**config.mk**
```make
export PLATFORM = sky130hd
export DESIGN_NAME = handshake_fifo_buffer
export DESIGN_NICKNAME = d
export VERILOG_FILES = /design/src/rtl/handshake_fifo_buffer.sv
export SDC_FILE = /design/constraint.sdc
export NUM_CORES = 1
export LEC_CHECK = 0
export CAP_MARGIN = 20
export CORE_MARGIN = 3
export CORE_UTILIZATION = 35
export CTS_CLUSTER_SIZE = 14
export DETAILED_ROUTE_END_ITERATION = 10
export HOLD_SLACK_MARGIN = 0.06
export SLEW_MARGIN = 40
export SYNTH_ARGS = -nofsm -noshare
export SYNTH_HDL_FRONTEND = slang
export SYNTH_SLANG_ARGS = --single-unit
export TNS_END_PERCENT = 1
```
**constraint.sdc**
```tcl
create_clock -name clk -period 2.1 [get_ports clk]
set_clock_uncertainty 0.2 [all_clocks]
set_input_delay 0.21 -clock clk [delete_from_list [all_inputs] [get_ports clk]]
set_output_delay 0.21 -clock clk [all_outputs]
set_load 0.05 [all_outputs]
```
**src/rtl/handshake_fifo_buffer.sv**
```systemverilog
// Elastic valid/ready FIFO stage holding up to DEPTH tokens in order; latency 1 cycle (0 with
// HANDSHAKE_FIFO_BYPASS_EN when empty); ins_ready depends only on occupancy, never on outs_ready.
module handshake_fifo_buffer #(
  parameter int DATA_WIDTH = 32,
  parameter int DEPTH      = 4
) (
  input  logic                         clk,
  input  logic                         rst,
  input  logic [DATA_WIDTH-1:0]        ins,
  input  logic                         ins_valid,
  output logic                         ins_ready,
  output logic [DATA_WIDTH-1:0]        outs,
  output logic                         outs_valid,
  input  logic                         outs_ready,
  output logic [$clog2(DEPTH+1)-1:0]   count
);

  localparam int PTR_W = $clog2(DEPTH);
  localparam int CNT_W = $clog2(DEPTH+1);

  typedef enum logic [1:0] {
    OCC_EMPTY,
    OCC_PARTIAL,
    OCC_FULL
  } occ_e;

  logic [DATA_WIDTH-1:0] mem_q [DEPTH];
  logic [PTR_W-1:0]      rd_ptr_q, rd_ptr_d;
  logic [PTR_W-1:0]      wr_ptr_q, wr_ptr_d;
  logic [CNT_W-1:0]      count_q, count_d;
  occ_e                  occ;
  logic                  head_vld;
  logic [DATA_WIDTH-1:0] head_dat;
  logic                  push;
  logic                  pop;
  logic                  wr_en;
  logic                  rd_adv;

  function automatic logic [PTR_W-1:0] ptr_inc(input logic [PTR_W-1:0] p);
    ptr_inc = (p == PTR_W'(DEPTH-1)) ? '0 : p + 1'b1;
  endfunction

  always_comb begin
    occ = OCC_PARTIAL;
    if (count_q == '0) begin
      occ = OCC_EMPTY;
    end else if (count_q == CNT_W'(DEPTH)) begin
      occ = OCC_FULL;
    end
  end

  assign ins_ready = (occ != OCC_FULL);
  assign head_vld  = (occ != OCC_EMPTY);
  assign head_dat  = head_vld ? mem_q[rd_ptr_q] : '0;
  assign push      = ins_valid & ins_ready;
  assign pop       = outs_valid & outs_ready;

`ifdef HANDSHAKE_FIFO_BYPASS_EN
  logic bypass;
  // When empty the producer drives the consumer directly; storage only happens on a stall.
  assign bypass     = (occ == OCC_EMPTY);
  assign outs_valid = head_vld | (bypass & ins_valid);
  assign outs       = bypass ? (ins_valid ? ins : '0) : head_dat;
  assign wr_en      = push & ~(bypass & outs_ready);
  assign rd_adv     = pop & head_vld;
`else
  assign outs_valid = head_vld;
  assign outs       = head_dat;
  assign wr_en      = push;
  assign rd_adv     = pop;
`endif

  always_comb begin
    wr_ptr_d = wr_ptr_q;
    rd_ptr_d = rd_ptr_q;
    count_d  = count_q;
    if (wr_en) begin
      wr_ptr_d = ptr_inc(wr_ptr_q);
    end
    if (rd_adv) begin
      rd_ptr_d = ptr_inc(rd_ptr_q);
    end
    case ({wr_en, rd_adv})
      2'b10:   count_d = count_q + 1'b1;
      2'b01:   count_d = count_q - 1'b1;
      default: count_d = count_q;
    endcase
  end

  always_ff @(posedge clk or negedge rst) begin
    if (!rst) begin
      rd_ptr_q <= '0;
      wr_ptr_q <= '0;
      count_q  <= '0;
    end else begin
      rd_ptr_q <= rd_ptr_d;
      wr_ptr_q <= wr_ptr_d;
      count_q  <= count_d;
    end
  end

  // Payload storage needs no reset: outs is masked to zero whenever the buffer is empty.
  always_ff @(posedge clk) begin
    if (wr_en) begin
      mem_q[wr_ptr_q] <= ins;
    end
  end

  assign count = count_q;

endmodule

```
==> results of run 1 <==
-- layout by cell type, fill, tap and decap left out, types with 2 or more instances in the layout --
cell type / count
sky130_fd_sc_hd__inv_6: 4
sky130_fd_sc_hd__nor2_1: 3
sky130_fd_sc_hd__buf_12: 17
sky130_fd_sc_hd__clkinv_4: 2
sky130_fd_sc_hd__ha_1: 5
sky130_fd_sc_hd__buf_6: 21
sky130_fd_sc_hd__xor2_1: 2
sky130_fd_sc_hd__inv_1: 4
sky130_fd_sc_hd__clkbuf_16: 17
sky130_fd_sc_hd__inv_2: 2
sky130_fd_sc_hd__dlygate4sd2_1: 2
sky130_fd_sc_hd__dfrtp_2: 5
sky130_fd_sc_hd__buf_4: 17
sky130_fd_sc_hd__edfxtp_1: 128
sky130_fd_sc_hd__mux2_4: 4
sky130_fd_sc_hd__and2_4: 34
sky130_fd_sc_hd__bufinv_16: 7
sky130_fd_sc_hd__dfrtp_1: 2
sky130_fd_sc_hd__clkdlybuf4s50_1: 35
sky130_fd_sc_hd__mux4_2: 32
sky130_fd_sc_hd__and3_2: 4
-- sequential cells by signal, indices dropped and copies added (netlist names) --
name and count:
mem_q 128, count 3, rd_ptr_q 2, wr_ptr_q 2
-- layout make-up --
class,count,share of cell area (%)
flip-flops and latches,135,54.79
clock inverters,15,3.696
repair buffers,93,14.73
well taps,184,3.134
inverters,6,0.3066
multi-input cells,90,17.54
clock buffers,17,5.791
-- critical path, stage by stage (launching register included) --
cell,delay (ns)
sky130_fd_sc_hd__dfrtp_2,0.40
sky130_fd_sc_hd__buf_12,0.21
sky130_fd_sc_hd__mux4_2,0.54
sky130_fd_sc_hd__and2_4,0.18
sky130_fd_sc_hd__buf_6,0.14
-- kinds of logic (layout without fill, tap and decap cells) --
family	after synthesis	in the layout	share of synthesized area, %
xor gates and xnor gates	3	3	0.4949
buffers and inverters	17	131	1.838
DFF	135	135	75.68
adders and majority gates	7	7	1.791
muxes	37	37	14.89
and+or+nand+nor	43	43	5.302
-- metal layers --
layer	share of wire, %	track usage (%)	vias up
met3	4.4	5.029	7
met2	51	20.61	61
met1	44	16.55	1342
li1	-	-	1170
met5	0.13	0	-
met4	0.53	3.335	2
-- how the worst max path moves through the flow --
stage | startpoint | to | slack [ns] | depth (start not counted)
after floorplan | count[2]$_DFFE_PN0P_ | count[2]$_DFFE_PN0P_ | -0.37 | 9
after CTS | rd_ptr_q[0]$_DFFE_PN0P_ | outs[2] | -0.25 | 4
final | rd_ptr_q[0]$_DFFE_PN0P_ | outs[16] | -0.20 | 4
after detailed placement | count[1]$_DFFE_PN0P_ | count[2]$_DFFE_PN0P_ | -0.11 | 9
after global placement | count[1]$_DFFE_PN0P_ | count[2]$_DFFE_PN0P_ | -0.07 | 9
after global routing | rd_ptr_q[0]$_DFFE_PN0P_ | outs[16] | -0.30 | 4
-- through the flow --
step,cell area (sq um),instances,setup TNS [ns]
2_1_floorplan,5329,242,-1.937
3_3_place_gp,6457,507,-0.06514
3_5_place_dp,6457,507,-0.1104
4_1_cts,7335,540,-6.659
5_1_grt,7346,540,-8.220
6_report,7346,540,-5.131
-- timing repair --
item / in CTS / in global routing
endpoints found under the setup margin: 37 / 35
endpoints found under the hold margin: 7 / 0
gates resized for setup: 58 / 3
pin swaps: 3 / 0
hold buffers: 1 / 0
==> reports/summary.txt, run 1 <==
Startpoint type of the worst setup path - flop
Clock slew seen by the registers of the worst setup and hold paths - 0.06 ns
Number of buffers added by the clock tree synthesis step - 17
Endpoint with the worst hold slack - mem_q[1][18]$_DFFE_PP_
Wire length of the first global-routing pass - 15.61 mm
CTS tree - yes
All-Layer GR Usage - 12.85%
Chip Width - 129.2 microns
Number of setup buffers added after CTS - 0
Utilization after layout - 49.97%
I/O Pins - 73
Number of distinct standard cells referenced by the synthesized netlist - 19
Most numerous cell types in the synthesized netlist - sky130_fd_sc_hd__edfxtp_1 (128), sky130_fd_sc_hd__and2_1 (32), sky130_fd_sc_hd__mux4_2 (32)
CP arrival - 1.89 ns
Area grow syn2layout - 38.34%
Fraction of the yosys area taken by sequential cells - 75.68%
Final-layout fill cell count - 1214
Slew margin rel. - 67.04%
Type of the worst setup path - flop to output pin
Final Hold Slack - 0.2402 ns
Via count - 2582
Final worst setup slack - -0.2032 ns
Setup repair after global routing missed its margin - true
Maximum number of pins on one net before global-route repair - 34
Highest achievable clock rate - 434.2 MHz
Master cell of the clock root buffer - sky130_fd_sc_hd__clkbuf_16
Most common cell in the netlist - sky130_fd_sc_hd__edfxtp_1
Area share of the largest cell type after synthesis - 72.38%
Top area cells in the synthesized netlist - sky130_fd_sc_hd__edfxtp_1 (72%), sky130_fd_sc_hd__mux4_2 (14%), sky130_fd_sc_hd__and2_1 (3.8%), sky130_fd_sc_hd__dfrtp_1 (3.3%), sky130_fd_sc_hd__ha_1 (1.4%)
Actual transition at the worst max-transition pin - 0.4963 ns
Detailed placer's ending HPWL - 5.999 mm
Tmin final - 2.303 ns
Area used by multi-input combinational logic - 1289 sq um
Max Slew Vio Count - 0
Number of enable-type register cells in the synthesized netlist - 128
FF-to-FF End - count[2]$_DFFE_PN0P_
# setup viols final - 34
Number of instances in the synthesized netlist - 242
Endpoint required time on the critical path - 1.69 ns
Total congestion overflow - 0
Number of buffers between clock root and the deepest sink - 2
Cell accounting for the most synthesized area - sky130_fd_sc_hd__edfxtp_1
Share of flip-flops with an asynchronous set or reset - 5.185%
Final wirelength - 9.885 mm
Register Area - 4025 sq um
Final critical-path share of the clock period - 109.7%
Hold path startpoint - ins[18]
Die boundary height - 129.2 microns
Max-cap viol count - 0
Later-pin clock latency in the skew report - 0.40 ns
Area of the die - 16690 sq um
Number of DRC markers in iteration 0 - 183
Total number of yosys warnings - 0
Sort of element at the end of the critical path - output pin
Class of the tightest hold or removal check - primary input to flop
Routability cong. - 0.6909
Ys flop type - sky130_fd_sc_hd__edfxtp_1
Number of vias per cell - 4.781
Worst Path Max Fanout - 20
Worst setup slack before clock tree synthesis - -0.1104 ns
Depth of the worst hold-timing path - 1
Initial core utilization - 36.13%
Core Rows - 44
Beginning of the worst register-to-register path - count[1]$_DFFE_PN0P_
Clk sink count - 135
Initial antenna violation count - 1
Violated checks - setup timing
Seq cells post-synth - 135
DRC errors left - 0
Final Hold Viols - 0
Mean routed wirelength per cell - 18.31 microns
Slack of the worst reg-to-reg path - -0.09 ns
H-tree depth reported by CTS - 4
Per-instance average area after synthesis - 21.94 sq um
Synthesized net count - 285
DRT antenna net count - 0
Final net count - 386
Final antenna diode count - 0
Count of input and output buffers - 72
Share of post-route cells with drive strength above 1 - 48.03%
DR pass1 iterations - 4
Cell Area, Synth - 5310 sq um
Outcome - finished, violations left
Std-Cell Core Area - 14700 sq um
Cell depth of the worst flop-to-flop path - 9
Number of global-route vias before repair - 2878
Power of run 1 is not shown: default switching activity piles up to over one toggle a cycle in this logic, so the estimate is an artifact.
==> run 2: changes to the inputs <==
--- a/config.mk
+++ b/config.mk
@@ -11,6 +11,7 @@
 export CTS_CLUSTER_SIZE = 14
 export DETAILED_ROUTE_END_ITERATION = 10
 export HOLD_SLACK_MARGIN = 0.06
+export RECOVER_POWER = 25
 export SLEW_MARGIN = 40
 export SYNTH_ARGS = -nofsm -noshare
 export SYNTH_HDL_FRONTEND = slang
==> constraint.sdc (replaced) <==
create_clock -name clk -period 2.2 [get_ports clk]
set_clock_uncertainty 0.2 [all_clocks]
set_input_delay 0.22 -clock clk [delete_from_list [all_inputs] [get_ports clk]]
set_output_delay 0.22 -clock clk [all_outputs]
set_load 0.05 [all_outputs]
==> reports/summary.txt, run 2 (synthesis results as in run 1) <==
Outcome - finished, violations left
Violated checks - setup timing
Area of the die - 16690 sq um
CP arrival - 1.93 ns
Utilization after layout - 49.63%
Number of buffers added by the clock tree synthesis step - 17
Hold path startpoint - ins[27]
Type of the worst setup path - flop to output pin
Wire length of the first global-routing pass - 15.67 mm
Share of post-route cells with drive strength above 1 - 45.96%
Endpoint required time on the critical path - 1.78 ns
Post-route design area - 7296 sq um
H-tree depth reported by CTS - 4
Area grow syn2layout - 37.39%
Mean routed wirelength per cell - 18.77 microns
Number of vias per cell - 4.753
Most frequent cells in the layout - sky130_fd_sc_hd__edfxtp_1 (128), sky130_fd_sc_hd__and2_4 (33), sky130_fd_sc_hd__mux4_2 (32)
Cell with the biggest individual delay on the critical path - sky130_fd_sc_hd__mux4_2
Setup repair after global routing missed its margin - true
CP startpoint - rd_ptr_q[0]$_DFFE_PN0P_
Clk sink count - 135
I/O Pins - 73
Max-cap viol count - 0
Number of DRC markers in iteration 0 - 142
Startpoint type of the worst setup path - flop
Final-layout fill cell count - 1205
Tmin final - 2.353 ns
Beginning of the worst register-to-register path - count[1]$_DFFE_PN0P_
Max Slew Vio Count - 0
Final antenna diode count - 0
Via count - 2581
Setup TNS Final - -3.776 ns
Detailed placer's ending HPWL - 6.070 mm
Cell-by-cell trace of the critical path - buf_12, buf_12, mux4_2, and2_4, buf_12
# setup viols final - 33
Clock slew seen by the registers of the worst setup and hold paths - 0.05 ns
Initial antenna violation count - 1
Sort of element at the end of the critical path - output pin
Final wirelength - 10.19 mm
All-Layer GR Usage - 12.82%
Number of buffers between clock root and the deepest sink - 2
Register with the highest flop count - mem_q
Later-pin clock latency in the skew report - 0.41 ns
Routability cong. - 0.7167
Critical path buffer and inverter count - 3
Final net count - 389
CTS tree - yes
Maximum number of pins on one net before global-route repair - 34
Cell area after placement - 6412 sq um
Master cell of the clock root buffer - sky130_fd_sc_hd__clkbuf_16
DR pass1 iterations - 4
CP top delay family - multiplexers
Die boundary height - 129.2 microns
Final Hold Viols - 0
Class of the tightest hold or removal check - primary input to flop
Number of global-route vias before repair - 2848
Core Rows - 44
Initial core utilization - 36.13%
Worst Path Max Fanout - 7
Number of flip-flops in the largest register - 128
Final worst setup slack - -0.1528 ns
Max stage delay on crit path - 0.53 ns
Actual transition at the worst max-transition pin - 0.5122 ns
Highest achievable clock rate - 425.0 MHz
Most frequent standard cell in the layout excluding fill and tap cells - sky130_fd_sc_hd__edfxtp_1
Most frequent cell on the critical path - sky130_fd_sc_hd__buf_12
DRC errors left - 0
DRT antenna net count - 0
Chip Width - 129.2 microns
Final Hold Slack - 0.2521 ns
Count of input and output buffers - 72
Final critical-path share of the clock period - 106.9%
Std-Cell Core Area - 14700 sq um
Total congestion overflow - 0
Slew margin rel. - 65.75%
[run 2: changes by cell type in the layout (fill, tap and decap cells not counted), sizes merged]
cell / before / now
bufinv: 7 / 3
inv: 10 / 6
clkinv: 4 / 10
clkbuf: 17 / 23
clkdlybuf4s50: 35 / 21
dlygate4sd3: 1 / 18
buf: 55 / 53
dlygate4sd2: 2 / 0
[run 2: what timing repair did]
action / in CTS / in global routing
endpoints found under the hold margin: 7 / 0
hold buffers: 1 / 0
pin swaps: 2 / 2
cloned: 0 / 5
setup endpoints to repair: 34 / 34
gates resized for setup: 55 / 1
buffers inserted: 0 / 1
[run 2: worst reg2reg max path: cells and delay by family (launching register included)]
kind          cells  cell delay (ns)
fa+ha+maj         2             0.48
buf+inv           2             0.10
xor+xnor          2             0.29
flops             1             0.41
simple gates      3             0.68
[run 2: path summary, 6_finish.rpt]
path	endpoint	slack (ns)	cells past startpoint
worst min-delay path	mem_q[2][27]$_DFFE_PP_	0.25	1
worst min register to register	count[2]$_DFFE_PN0P_	0.31	1
worst max register to register	count[2]$_DFFE_PN0P_	-0.03	9
worst max-delay path	outs[23]	-0.15	5
min in group asynchronous	count[2]$_DFFE_PN0P_	0.44	2
max in group asynchronous	rd_ptr_q[0]$_DFFE_PN0P_	1.07	2
[run 2: per-layer routing]
metal  share of wire (%)  global-route usage [%]  wire [microns]
met2                  50                   20.43            5122
met3                 4.7                   4.081             481
met4                 1.3                   4.632             134
met1                  44                   16.66            4439
met5                0.13                       0              13
[run 2: stage by stage]
| step | std cells | setup slack, ns |
|---|---|---|
| after detailed placement | 504 | -0.01478 |
| final | 543 | -0.1528 |
| after floorplan | 242 | -0.2699 |
| after global placement | 504 | 0.01344 |
| after CTS | 537 | -0.1533 |
| after global routing | 543 | -0.1990 |
[run 2: area by class of cell]
| class | count | area (sq um) | area share [%] |
|---|---|---|---|
| Inverter | 6 | 22.52 | 0.3087 |
| Clock inverter | 13 | 136.4 | 1.869 |
| Multi-Input combinational cell | 90 | 1286 | 17.63 |
| Tap cell | 184 | 230.2 | 3.156 |
| Sequential cell | 135 | 4025 | 55.17 |
| Timing Repair Buffer | 96 | 1162 | 15.93 |
| Clock buffer | 19 | 432.9 | 5.934 |
Power of run 2 is left out for the same reason.
